$ cat config.mk
export PLATFORM = sky130hd
export DESIGN_NAME = alu_decoder_mdu
export DESIGN_NICKNAME = d
export VERILOG_FILES = /design/src/rtl/riscv_alu_pkg.sv /design/src/rtl/mdu_iterative.sv /design/src/rtl/alu_decoder_mdu.sv
export SDC_FILE = /design/constraint.sdc
export NUM_CORES = 1
export LEC_CHECK = 0
export BUFFER_PORTS_ARGS = -buffer_cell sky130_fd_sc_hd__buf_4
export CAP_MARGIN = 20
export CORE_UTILIZATION = 29
export DETAILED_ROUTE_END_ITERATION = 8
export PLACE_DENSITY = 0.43
export SYNTH_ARGS = -nofsm -noshare
export SYNTH_HDL_FRONTEND = slang
export SYNTH_SLANG_ARGS = --single-unit
$ cat constraint.sdc
create_clock -name clk -period 3.6 [get_ports clk]
set_input_delay 0.36 -clock clk [delete_from_list [all_inputs] [get_ports clk]]
set_output_delay 0.36 -clock clk [all_outputs]
set_load 0.005 [all_outputs]
$ cat src/rtl/riscv_alu_pkg.sv
// Shared encodings for the ALU decoder and the iterative multiply/divide unit.
// Holds the ALU op classes, ALU control words, RV32M funct3 values and the MDU state type.
package riscv_alu_pkg;

  localparam logic [1:0] ALU_OP_ADD    = 2'b00;
  localparam logic [1:0] ALU_OP_BRANCH = 2'b01;
  localparam logic [1:0] ALU_OP_RTYPE  = 2'b10;
  localparam logic [1:0] ALU_OP_RSVD   = 2'b11;

  // ALU control word is {funct3, sub/sra}
  localparam logic [3:0] ALU_ADD  = 4'b0000;
  localparam logic [3:0] ALU_SUB  = 4'b0001;
  localparam logic [3:0] ALU_SLL  = 4'b0010;
  localparam logic [3:0] ALU_SLT  = 4'b0100;
  localparam logic [3:0] ALU_SLTU = 4'b0110;
  localparam logic [3:0] ALU_XOR  = 4'b1000;
  localparam logic [3:0] ALU_SRL  = 4'b1010;
  localparam logic [3:0] ALU_SRA  = 4'b1011;
  localparam logic [3:0] ALU_OR   = 4'b1100;
  localparam logic [3:0] ALU_AND  = 4'b1110;

  localparam logic [2:0] F3_MUL    = 3'b000;
  localparam logic [2:0] F3_MULH   = 3'b001;
  localparam logic [2:0] F3_MULHSU = 3'b010;
  localparam logic [2:0] F3_MULHU  = 3'b011;
  localparam logic [2:0] F3_DIV    = 3'b100;
  localparam logic [2:0] F3_DIVU   = 3'b101;
  localparam logic [2:0] F3_REM    = 3'b110;
  localparam logic [2:0] F3_REMU   = 3'b111;

  typedef enum logic [1:0] {
    MDU_IDLE = 2'b00,
    MDU_CALC = 2'b01,
    MDU_FIX  = 2'b10
  } mdu_state_e;

  function automatic logic f3_signed_a(input logic [2:0] f3);
    case (f3)
      F3_MUL, F3_MULH, F3_MULHSU, F3_DIV, F3_REM: f3_signed_a = 1'b1;
      default:                                    f3_signed_a = 1'b0;
    endcase
  endfunction

  function automatic logic f3_signed_b(input logic [2:0] f3);
    case (f3)
      F3_MUL, F3_MULH, F3_DIV, F3_REM: f3_signed_b = 1'b1;
      default:                         f3_signed_b = 1'b0;
    endcase
  endfunction

endpackage

$ cat src/rtl/mdu_iterative.sv
// Iterative RV32M unit: one bit per cycle shift-add multiply and restoring divide on
// operand magnitudes, with a final sign-fix cycle. Divide-by-zero and overflow skip the loop.
module mdu_iterative
  import riscv_alu_pkg::*;
#(
  parameter int XLEN = 32
) (
  input  logic            clk,
  input  logic            rst_n,
  input  logic            start,
  input  logic            flush,
  input  logic [2:0]      funct3,
  input  logic [XLEN-1:0] op_a,
  input  logic [XLEN-1:0] op_b,
  output logic            busy,
  output logic            done,
  output logic [XLEN-1:0] result
);

  localparam int CW = $clog2(XLEN);

  mdu_state_e          state, state_next;
  logic [CW-1:0]       count;
  logic [2*XLEN-1:0]   acc;
  logic [XLEN-1:0]     opnd;
  logic [2:0]          f3;
  logic                neg_a, neg_b, bypass;

  logic                accept, sa, sb, div_zero, overflow, special;
  logic [XLEN-1:0]     mag_a, mag_b, special_val;
  logic [XLEN:0]       mul_sum, div_shift, div_diff;
  logic [2*XLEN-1:0]   mul_next, div_next, prod;
  logic [XLEN-1:0]     quo, rem, fix_val;

  assign busy = (state != MDU_IDLE);

  // Operand conditioning and special-case detection for an incoming request
  always_comb begin
    accept   = (state == MDU_IDLE) && start && !flush && !done;
    sa       = f3_signed_a(funct3) && op_a[XLEN-1];
    sb       = f3_signed_b(funct3) && op_b[XLEN-1];
    mag_a    = sa ? (~op_a + {{(XLEN-1){1'b0}}, 1'b1}) : op_a;
    mag_b    = sb ? (~op_b + {{(XLEN-1){1'b0}}, 1'b1}) : op_b;
    div_zero = (op_b == {XLEN{1'b0}});
    overflow = ((funct3 == F3_DIV) || (funct3 == F3_REM)) &&
               (op_a == {1'b1, {(XLEN-1){1'b0}}}) && (op_b == {XLEN{1'b1}});
    special  = funct3[2] && (div_zero || overflow);
    // REM variants have funct3[1] set
    if (div_zero) begin
      special_val = funct3[1] ? op_a : {XLEN{1'b1}};
    end else begin
      special_val = funct3[1] ? {XLEN{1'b0}} : op_a;
    end
  end

  // One iteration of shift-add multiply and restoring divide
  always_comb begin
    mul_sum   = {1'b0, acc[2*XLEN-1:XLEN]} + (acc[0] ? {1'b0, opnd} : {(XLEN+1){1'b0}});
    mul_next  = {mul_sum, acc[XLEN-1:1]};
    div_shift = {acc[2*XLEN-1:XLEN], acc[XLEN-1]};
    div_diff  = div_shift - {1'b0, opnd};
    if (div_diff[XLEN]) begin
      div_next = {div_shift[XLEN-1:0], acc[XLEN-2:0], 1'b0};
    end else begin
      div_next = {div_diff[XLEN-1:0], acc[XLEN-2:0], 1'b1};
    end
  end

  // Sign fix and result selection applied in the FIX cycle
  always_comb begin
    prod = (neg_a ^ neg_b) ? (~acc + {{(2*XLEN-1){1'b0}}, 1'b1}) : acc;
    quo  = acc[XLEN-1:0];
    rem  = acc[2*XLEN-1:XLEN];
    if (bypass) begin
      fix_val = acc[XLEN-1:0];
    end else begin
      case (f3)
        F3_MUL:                       fix_val = prod[XLEN-1:0];
        F3_MULH, F3_MULHSU, F3_MULHU: fix_val = prod[2*XLEN-1:XLEN];
        F3_DIV, F3_DIVU:              fix_val = (neg_a ^ neg_b) ? (~quo + {{(XLEN-1){1'b0}}, 1'b1}) : quo;
        F3_REM, F3_REMU:              fix_val = neg_a ? (~rem + {{(XLEN-1){1'b0}}, 1'b1}) : rem;
        default:                      fix_val = {XLEN{1'b0}};
      endcase
    end
  end

  // Next-state logic
  always_comb begin
    state_next = state;
    case (state)
      MDU_IDLE: begin
        if (accept) begin
          state_next = special ? MDU_FIX : MDU_CALC;
        end else begin
          state_next = MDU_IDLE;
        end
      end
      MDU_CALC: begin
        if (flush) begin
          state_next = MDU_IDLE;
        end else if (count == {CW{1'b0}}) begin
          state_next = MDU_FIX;
        end else begin
          state_next = MDU_CALC;
        end
      end
      MDU_FIX:  state_next = MDU_IDLE;
      default:  state_next = MDU_IDLE;
    endcase
  end

  // State, datapath and result registers
  always_ff @(posedge clk) begin
    if (!rst_n) begin
      state  <= MDU_IDLE;
      count  <= {CW{1'b0}};
      acc    <= {(2*XLEN){1'b0}};
      opnd   <= {XLEN{1'b0}};
      f3     <= 3'b000;
      neg_a  <= 1'b0;
      neg_b  <= 1'b0;
      bypass <= 1'b0;
      done   <= 1'b0;
      result <= {XLEN{1'b0}};
    end else begin
      state <= state_next;
      done  <= (state == MDU_FIX) && !flush;
      case (state)
        MDU_IDLE: begin
          if (accept) begin
            f3     <= funct3;
            neg_a  <= sa;
            neg_b  <= sb;
            count  <= CW'(XLEN-1);
            bypass <= special;
            if (special) begin
              opnd <= {XLEN{1'b0}};
              acc  <= {{XLEN{1'b0}}, special_val};
            end else begin
              // multiply keeps the multiplier in acc low; divide keeps the dividend there
              opnd <= funct3[2] ? mag_b : mag_a;
              acc  <= {{XLEN{1'b0}}, funct3[2] ? mag_a : mag_b};
            end
          end
        end
        MDU_CALC: begin
          if (!flush) begin
            acc   <= f3[2] ? div_next : mul_next;
            count <= count - CW'(1);
          end
        end
        MDU_FIX: begin
          if (!flush) begin
            result <= fix_val;
          end
        end
        default: ;
      endcase
    end
  end

endmodule

$ cat src/rtl/alu_decoder_mdu.sv
// ALU control decode for RV32I plus RV32M detection; the M-ops are executed by the
// iterative multiply/divide unit instantiated here.
module alu_decoder_mdu
  import riscv_alu_pkg::*;
#(
  parameter int XLEN     = 32,
  parameter bit M_EXT_EN = 1'b1
) (
  input  logic            clk,
  input  logic            rst_n,
  input  logic [1:0]      alu_op,
  input  logic [2:0]      funct3,
  input  logic            funct7_bit5,
  input  logic            funct7_bit0,
  input  logic            is_rtype,
  input  logic            mdu_start,
  input  logic            mdu_flush,
  input  logic [XLEN-1:0] op_a,
  input  logic [XLEN-1:0] op_b,
  output logic [3:0]      alu_control,
  output logic            is_mdu,
  output logic            mdu_busy,
  output logic            mdu_done,
  output logic [XLEN-1:0] mdu_result
);

  logic sub_sra;

  // Combinational ALU decode; immediates only carry the sub/sra bit for shifts (funct3 101)
  always_comb begin
    is_mdu  = M_EXT_EN && (alu_op == ALU_OP_RTYPE) && is_rtype && funct7_bit0;
    sub_sra = (is_rtype || (funct3 == 3'b101)) ? funct7_bit5 : 1'b0;
    if (is_mdu) begin
      alu_control = ALU_ADD;
    end else begin
      case (alu_op)
        ALU_OP_BRANCH, ALU_OP_RTYPE: alu_control = {funct3, sub_sra};
        ALU_OP_ADD, ALU_OP_RSVD:     alu_control = ALU_ADD;
        default:                     alu_control = ALU_ADD;
      endcase
    end
  end

  mdu_iterative #(.XLEN(XLEN)) u_mdu (
    .clk    (clk),
    .rst_n  (rst_n),
    .start  (mdu_start && is_mdu),
    .flush  (mdu_flush),
    .funct3 (funct3),
    .op_a   (op_a),
    .op_b   (op_b),
    .busy   (mdu_busy),
    .done   (mdu_done),
    .result (mdu_result)
  );

endmodule

Word-level counts from Yosys, hierarchy flattened

Cells that the tools add are included.

Eq/ne operators: 21
Mux-type cells: 33
Bitwise operators: 7
Multipliers: 0
Shifts and indexed selects: 0
Divide/modulo/power cells: 0
Order comparisons: 0
Reductions and logical operators: 35
Add/subtract/negate cells: 8

Operators with widths:

| cell                                                                  | count |
|---|---|
| 32-bit two-way mux                                                    | 13 |
| 64-bit two-way mux                                                    | 5 |
| 32-bit by 1-bit adder with 32-bit output, second input constant       | 4 |
| 32-bit NOT                                                            | 4 |
| 32-bit one-hot mux with 4 select lines                                | 1 |
| 64-bit one-hot mux with 2 select lines                                | 1 |
| 64-bit by 1-bit adder with 64-bit output, second input constant       | 1 |
| 32-bit equality test, second input constant                           | 2 |
| 64-bit NOT                                                            | 1 |
| 32-bit by 33-bit adder with 33-bit output                             | 1 |
| 33-bit by 32-bit subtractor with 33-bit output                        | 1 |
| 32-bit logical NOT                                                    | 1 |
| 3-bit equality test, second input constant                            | 7 |
| 1-bit logical AND                                                     | 12 |
| 5-bit two-way mux                                                     | 2 |
| 5-bit one-hot mux with 2 select lines                                 | 1 |
| 3-bit by 2-bit equality test with 1-bit output, second input constant | 3 |
| 2-bit two-way mux                                                     | 4 |
| 4-bit one-hot mux with 2 select lines                                 | 1 |
| 2-bit OR reduction                                                    | 4 |
| 2-bit equality test, second input constant                            | 3 |
| 3-bit by 1-bit equality test with 1-bit output, second input constant | 2 |
| 3-bit logical NOT                                                     | 2 |
| 5-bit logical NOT                                                     | 1 |
| other kinds (18)                                                      | 27 |

Logic and storage cells: 114
ROM bits: 0
Flip-flop bits (word level): 142
Bits in latches: 0
Bits in writable memories: 0
Memories kept: 0
Bits of input ports: 76

Depth between registers and ports, before layout

Word-level depth: 9
Mapped depth: 15
Gate-level depth less buffers: 14

By module

From an unflattened synthesis, not the netlist that was laid out.

Cells, all modules: 2,162
Area total of the unflattened synthesis: 15,303.4 um^2

Modules (own cells, without submodules):

| module          | instances | cells an instance | area each (um^2) |
|---|---|---|---|
| mdu_iterative   | 1         | 2,152             | 15,224.6 |
| alu_decoder_mdu | 1         | 10                | 78.8 |

Worst setup path before layout

OpenSTA, ideal clock, no wires.

Kind: register to register
From: register u_mdu.acc[31]
To: register u_mdu.acc[62]
Cell stages (with the launch flop): 15
Required time: 3.483 ns
Arrival time: 3.313 ns
Path slack: 0.170 ns
Period minus slack after synthesis: 3.430 ns
Buffers on the path: 2
Path through: dfxtp_1 -> inv_1 -> ha_1 -> fa_1 -> nand2b_1 -> a21o_1 -> a21oi_1 -> o31a_1 -> a21o_1 -> a31o_2 -> xor2_1 -> clkbuf_1 -> buf_1 -> a31oi_1 -> a22o_1

Longest elaborated chain between the ends: 5

Ends and longest elaborated chain:

| what                                           | RTL line             | text |
|---|---|---|
| start, declared                                | mdu_iterative.sv:24  | `logic [2*XLEN-1:0] acc;` |
| start signal, assigned                         | mdu_iterative.sv:117 | `acc <= {(2*XLEN){1'b0}};` |
| start signal, assigned                         | mdu_iterative.sv:138 | `acc <= {{XLEN{1'b0}}, special_val};` |
| start signal, assigned                         | mdu_iterative.sv:142 | `acc <= {{XLEN{1'b0}}, funct3[2] ? mag_a : mag_b};` |
| 33-bit by 32-bit subtractor with 33-bit output | mdu_iterative.sv:61  | `div_diff = div_shift - {1'b0, opnd};` |
| 64-bit two-way mux                             | mdu_iterative.sv:62  | `if (div_diff[XLEN]) begin` |
| 64-bit two-way mux                             | mdu_iterative.sv:148 | `acc <= f3[2] ? div_next : mul_next;` |
| 64-bit two-way mux                             | mdu_iterative.sv:147 | `if (!flush) begin` |
| 64-bit one-hot mux with 2 select lines         | mdu_iterative.sv:128 | `case (state)` |

Every way passes these cells. The select of a mux whose other input is x is not followed.
A chain may end at the register's enable or synchronous reset.

Worst setup path in the final report

From: register u_mdu.acc[33]
To: register u_mdu.result[30]

Longest elaborated chain between the ends: 5
Elaborated cells between the ends (all ways): 8
Classes of those cells: 2 x add/sub; 4 x mux; 2 x bitwise

Ends and longest elaborated chain:

| what                                                                                                        | RTL line                                 | text |
|---|---|---|
| 64-bit NOT / 32-bit NOT (equally long branches)                                                             | mdu_iterative.sv:71, mdu_iterative.sv:81 |  |
| 64-bit by 1-bit adder with 64-bit output / 32-bit by 1-bit adder with 32-bit output (equally long branches) | mdu_iterative.sv:71, mdu_iterative.sv:81 |  |
| 64-bit two-way mux / 32-bit two-way mux (equally long branches)                                             | mdu_iterative.sv:71, mdu_iterative.sv:81 |  |
| 32-bit one-hot mux with 4 select lines *                                                                    | mdu_iterative.sv:77                      | `case (f3)` |
| 32-bit two-way mux *                                                                                        | mdu_iterative.sv:74                      | `if (bypass) begin` |
| end signal, assigned                                                                                        | mdu_iterative.sv:124                     | `result <= {XLEN{1'b0}};` |
| end signal, assigned                                                                                        | mdu_iterative.sv:154                     | `result <= fix_val;` |
| end, declared                                                                                               | mdu_iterative.sv:17                      | `output logic [XLEN-1:0] result` |

Every way passes the cells marked *; elsewhere a longest branch is shown, timed or not.

==> impl_metrics.toml <==
[status]
status = "finished clean"

[synthesis]
ys.warnings.count = 0
synthMuxAreaShare_pct = 4.01
syn_area_um2 = 14500
synthesis.nets = 2213
ys_ff_latch = 142
synth_top_flop_cell = "dfxtp_1"
yosys-top-cells-area = "dfxtp_1 (20%), a21oi_1 (6.8%), o21ai_0 (6.3%), xnor2_1 (6.3%), ha_1 (6.1%)"
synthSimpleGateAreaFrac_pct = 22.3
synth_fa_ha_area_share_pct = 6.40
synthTopCellsByCount = "nand2_1 (223), a21oi_1 (196), o21ai_0 (184)"
ys_async_sr_fraction_pct = 0
synthCells = 2064
synth.avg_cell_area_um2 = 7.03
ys_seq_area_share_pct = 19.6
synth_most_common_cell = "nand2_1"
synth_top_area_share_pct = 19.6
synth_compound_area_share_pct = 32.0
yosysUniqueCellTypes = 81
synth_top_family_by_area = "compound AO/OA/AOI/OAI gates"
synth_top_area_cell = "dfxtp_1"
synth-edff-count = 0
synth-xor-area-share_pct = 10.0

[floorplan]
die_y_um = 226
core-area_um2 = 49200
start_util_pct = 29.5
die_w_um = 226
die_area_um2 = 50900
rows = 81
io_pins = 115

[placement]
gp_congestion = 0.908
port_buffers = 114
placed_cells = 2850
dp.final_hpwl_um = 51900
place_area_um2 = 16800

[layout]
area_growth_pct = 20.6
n_fill_cell = 5323
diodes = 0
nets = 2355
seqCellArea_um2 = 2850
multiInputGateArea_um2 = 10900
final_area_um2 = 17500
layout.cells.non_filler = 2882
drive_above_1_share_pct = 15.2

[worst_setup_path]
crit_top_cell = "or4_4"
required_ps = 4010
reg2regPathDepth = 11
cp.arrival_ps = 3870
r2r-start = "u_mdu.acc[33]"
cp_slowest_cell = "or4_4"
regToRegEndpoint = "u_mdu.result[30]"
cp-start-kind = "flop"
crit_fanout = 5
critPathKind = "reg2reg"
ff2ff_setup_slack_ps = 140
crit_path_max_incr_delay_ps = 470
endpoint_kind = "flop"
cp_cell_sequence = "inv_1 > ha_1 > nand3b_2 > or4_1 > or4_4 > or3_4 > or4_4 > o41ai_2 > xnor2_1 > nand3_1 > a21oi_1"

[global_route]
track_usage_pct = 26.0
gr-total-overflow = 0
grt_pass1_vias = 15500
grt_max_degree = 89
antenna_found_initial = 1
grt_pass1_wl_um = 98700

[pwr]
p_int_uw = 2990
pwr-share-comb_pct = 23.4
power_switching_uw = 1490
vdd_drop_max_v = 0.000283
swShare_pct = 33.2
power_density_nw_per_um2 = 256
pwr-share-seq_pct = 35.5
pwr-share-clk_pct = 41.1
p_leak_uw = 0.00711

[clock_tree]
clock_sinks = 142
cts_hold_buf = 0
cts_tree = "yes"
clk_pin_slew_worst_paths_ps = 70
h-tree-depth = 4
numCtsBuffers = 17
clockRootBuffer = "clkbuf_16"
clk_latency_ps = 480
cts.path.max_buffers = 2

[hold_path]
min_path_cells = 3
min_to = "u_mdu.f3[0]"
min-delay-start = "funct3[0]"
min_path_type = "in2reg"

[timing]
tns_ps = 0
grt_setup_unrepaired = "yes"
setup_violations = 0
slew_violations = 0
final.setup_skew_ps = 10.4
fin_crit_sh_pct = 96.2
relSlewSlack_pct = 31.0
fmax_mhz = 289
hold_violations = 0
fin_crit_ps = 3460
worst_slew_pin_slew_ps = 1040
whs_ps = 188

[drt]
avgRoutedWirePerCell_um = 22.9
drt-initial-drc-count = 1370
dr.pass1.iters = 5
ant_nets = 0
drc_errors = 0
finalWirelength_um = 66000
vias = 16400
vias_per_cell = 5.69

[job]
max-cap-violations = 0
[state kept, by name (all words and copies together), names as in the netlist]
signal,cells
u_mdu.acc,64
u_mdu.bypass,1
u_mdu.count,5
u_mdu.done,1
u_mdu.f3,3
u_mdu.neg_a,1
u_mdu.neg_b,1
u_mdu.opnd,32
u_mdu.result,32
u_mdu.state,2
[final cells by class]
class                   count  share of cell area [%]
inverters                  73                    1.59
repair buffers            264                    11.5
flip-flops and latches    142                    16.3
multi-input cells        1708                    62.5
well taps                 664                    4.75
clock buffers              19                    2.60
clock inverters            12                   0.729
[how the worst max path moves through the flow]
stage | from | endpoint | slack [ps]
finish | u_mdu.acc[33] | u_mdu.result[30] | 140
global route | u_mdu.opnd[0] | u_mdu.acc[59] | -50
CTS | u_mdu.acc[0] | u_mdu.acc[63] | 60
detailed placement | op_a[6] | u_mdu.acc[19] | -100
global placement | op_a[6] | u_mdu.acc[19] | -110
floorplan | u_mdu.acc[31] | u_mdu.acc[62] | 170
[critical path: cells and delay by family (launching register included)]
family,cells,cell delay [ps]
AO/OA/AOI/OAI,2,470
XOR/XNOR,1,150
buffers and inverters,1,150
adder cells (fa/ha/maj),1,260
flip-flops,1,350
AND/OR/NAND/NOR,6,2000
[power groups by stage]
stage | Combinational (uW) | Clock [uW] | Sequential, uW
detailed placement | 1030 | 0 | 1630
floorplan | 568 | 0 | 1620
CTS | 1030 | 1900 | 1590
global placement | 1030 | 0 | 1630
finish | 1050 | 1840 | 1590
global route | 1130 | 1970 | 1590
[per-layer routing]
metal,wire [um],GRT usage [%],vias up
met5,0,0,-
met1,30400,35.2,7939
met2,30500,42.2,526
met3,3190,3.06,75
met4,1960,9.15,0
li1,-,-,7866
[through the flow]
| step | worst slack (ps) | total power, uW | util, % |
|---|---|---|---|
| floorplan | 170 | 2190 | - |
| global placement | -106 | 2660 | 34.3 |
| detailed placement | -95.0 | 2650 | 34.3 |
| CTS | 60.6 | 4530 | 35.5 |
| global route | -45.7 | 4680 | 35.6 |
| finish | 136 | 4480 | 35.6 |
[cells by family after synthesis]
| logic type | Yosys count |
|---|---|
| xor gates and xnor gates | 166 |
| buffers and inverters | 214 |
| DFF | 142 |
| muxes | 58 |
| and+or+nand+nor | 683 |
| AOI/OAI and AO/OA | 728 |
| adders and majority gates | 73 |
[placed cells by master (no fill, tap or decap), drive strengths merged, types with 17 or more instances in the layout]
master | Yosys | routed
nand4 | 20 | 20
mux2i | 57 | 57
nor2b | 17 | 17
a31oi | 31 | 31
nor4 | 20 | 20
and2 | 17 | 17
dfxtp | 142 | 142
a22oi | 19 | 19
clkbuf | 123 | 19
nor3 | 52 | 52
buf | 18 | 264
inv | 73 | 77
nand2 | 223 | 223
xnor2 | 105 | 105
or4 | 21 | 21
nand2b | 20 | 20
or3 | 19 | 19
nor2 | 181 | 181
o31ai | 28 | 28
nand3 | 57 | 57
o21ai | 185 | 185
a211oi | 23 | 23
o211ai | 50 | 50
xor2 | 61 | 61
o21a | 18 | 18
a21o | 34 | 34
a21oi | 196 | 196
ha | 71 | 71
[repair_timing]
item,in CTS,in global routing
endpoints found under the setup margin,3,11
buffers inserted,0,1
resized for setup,3,17
pin swaps,0,6
Note: power is estimated with default switching activity, not from simulation.
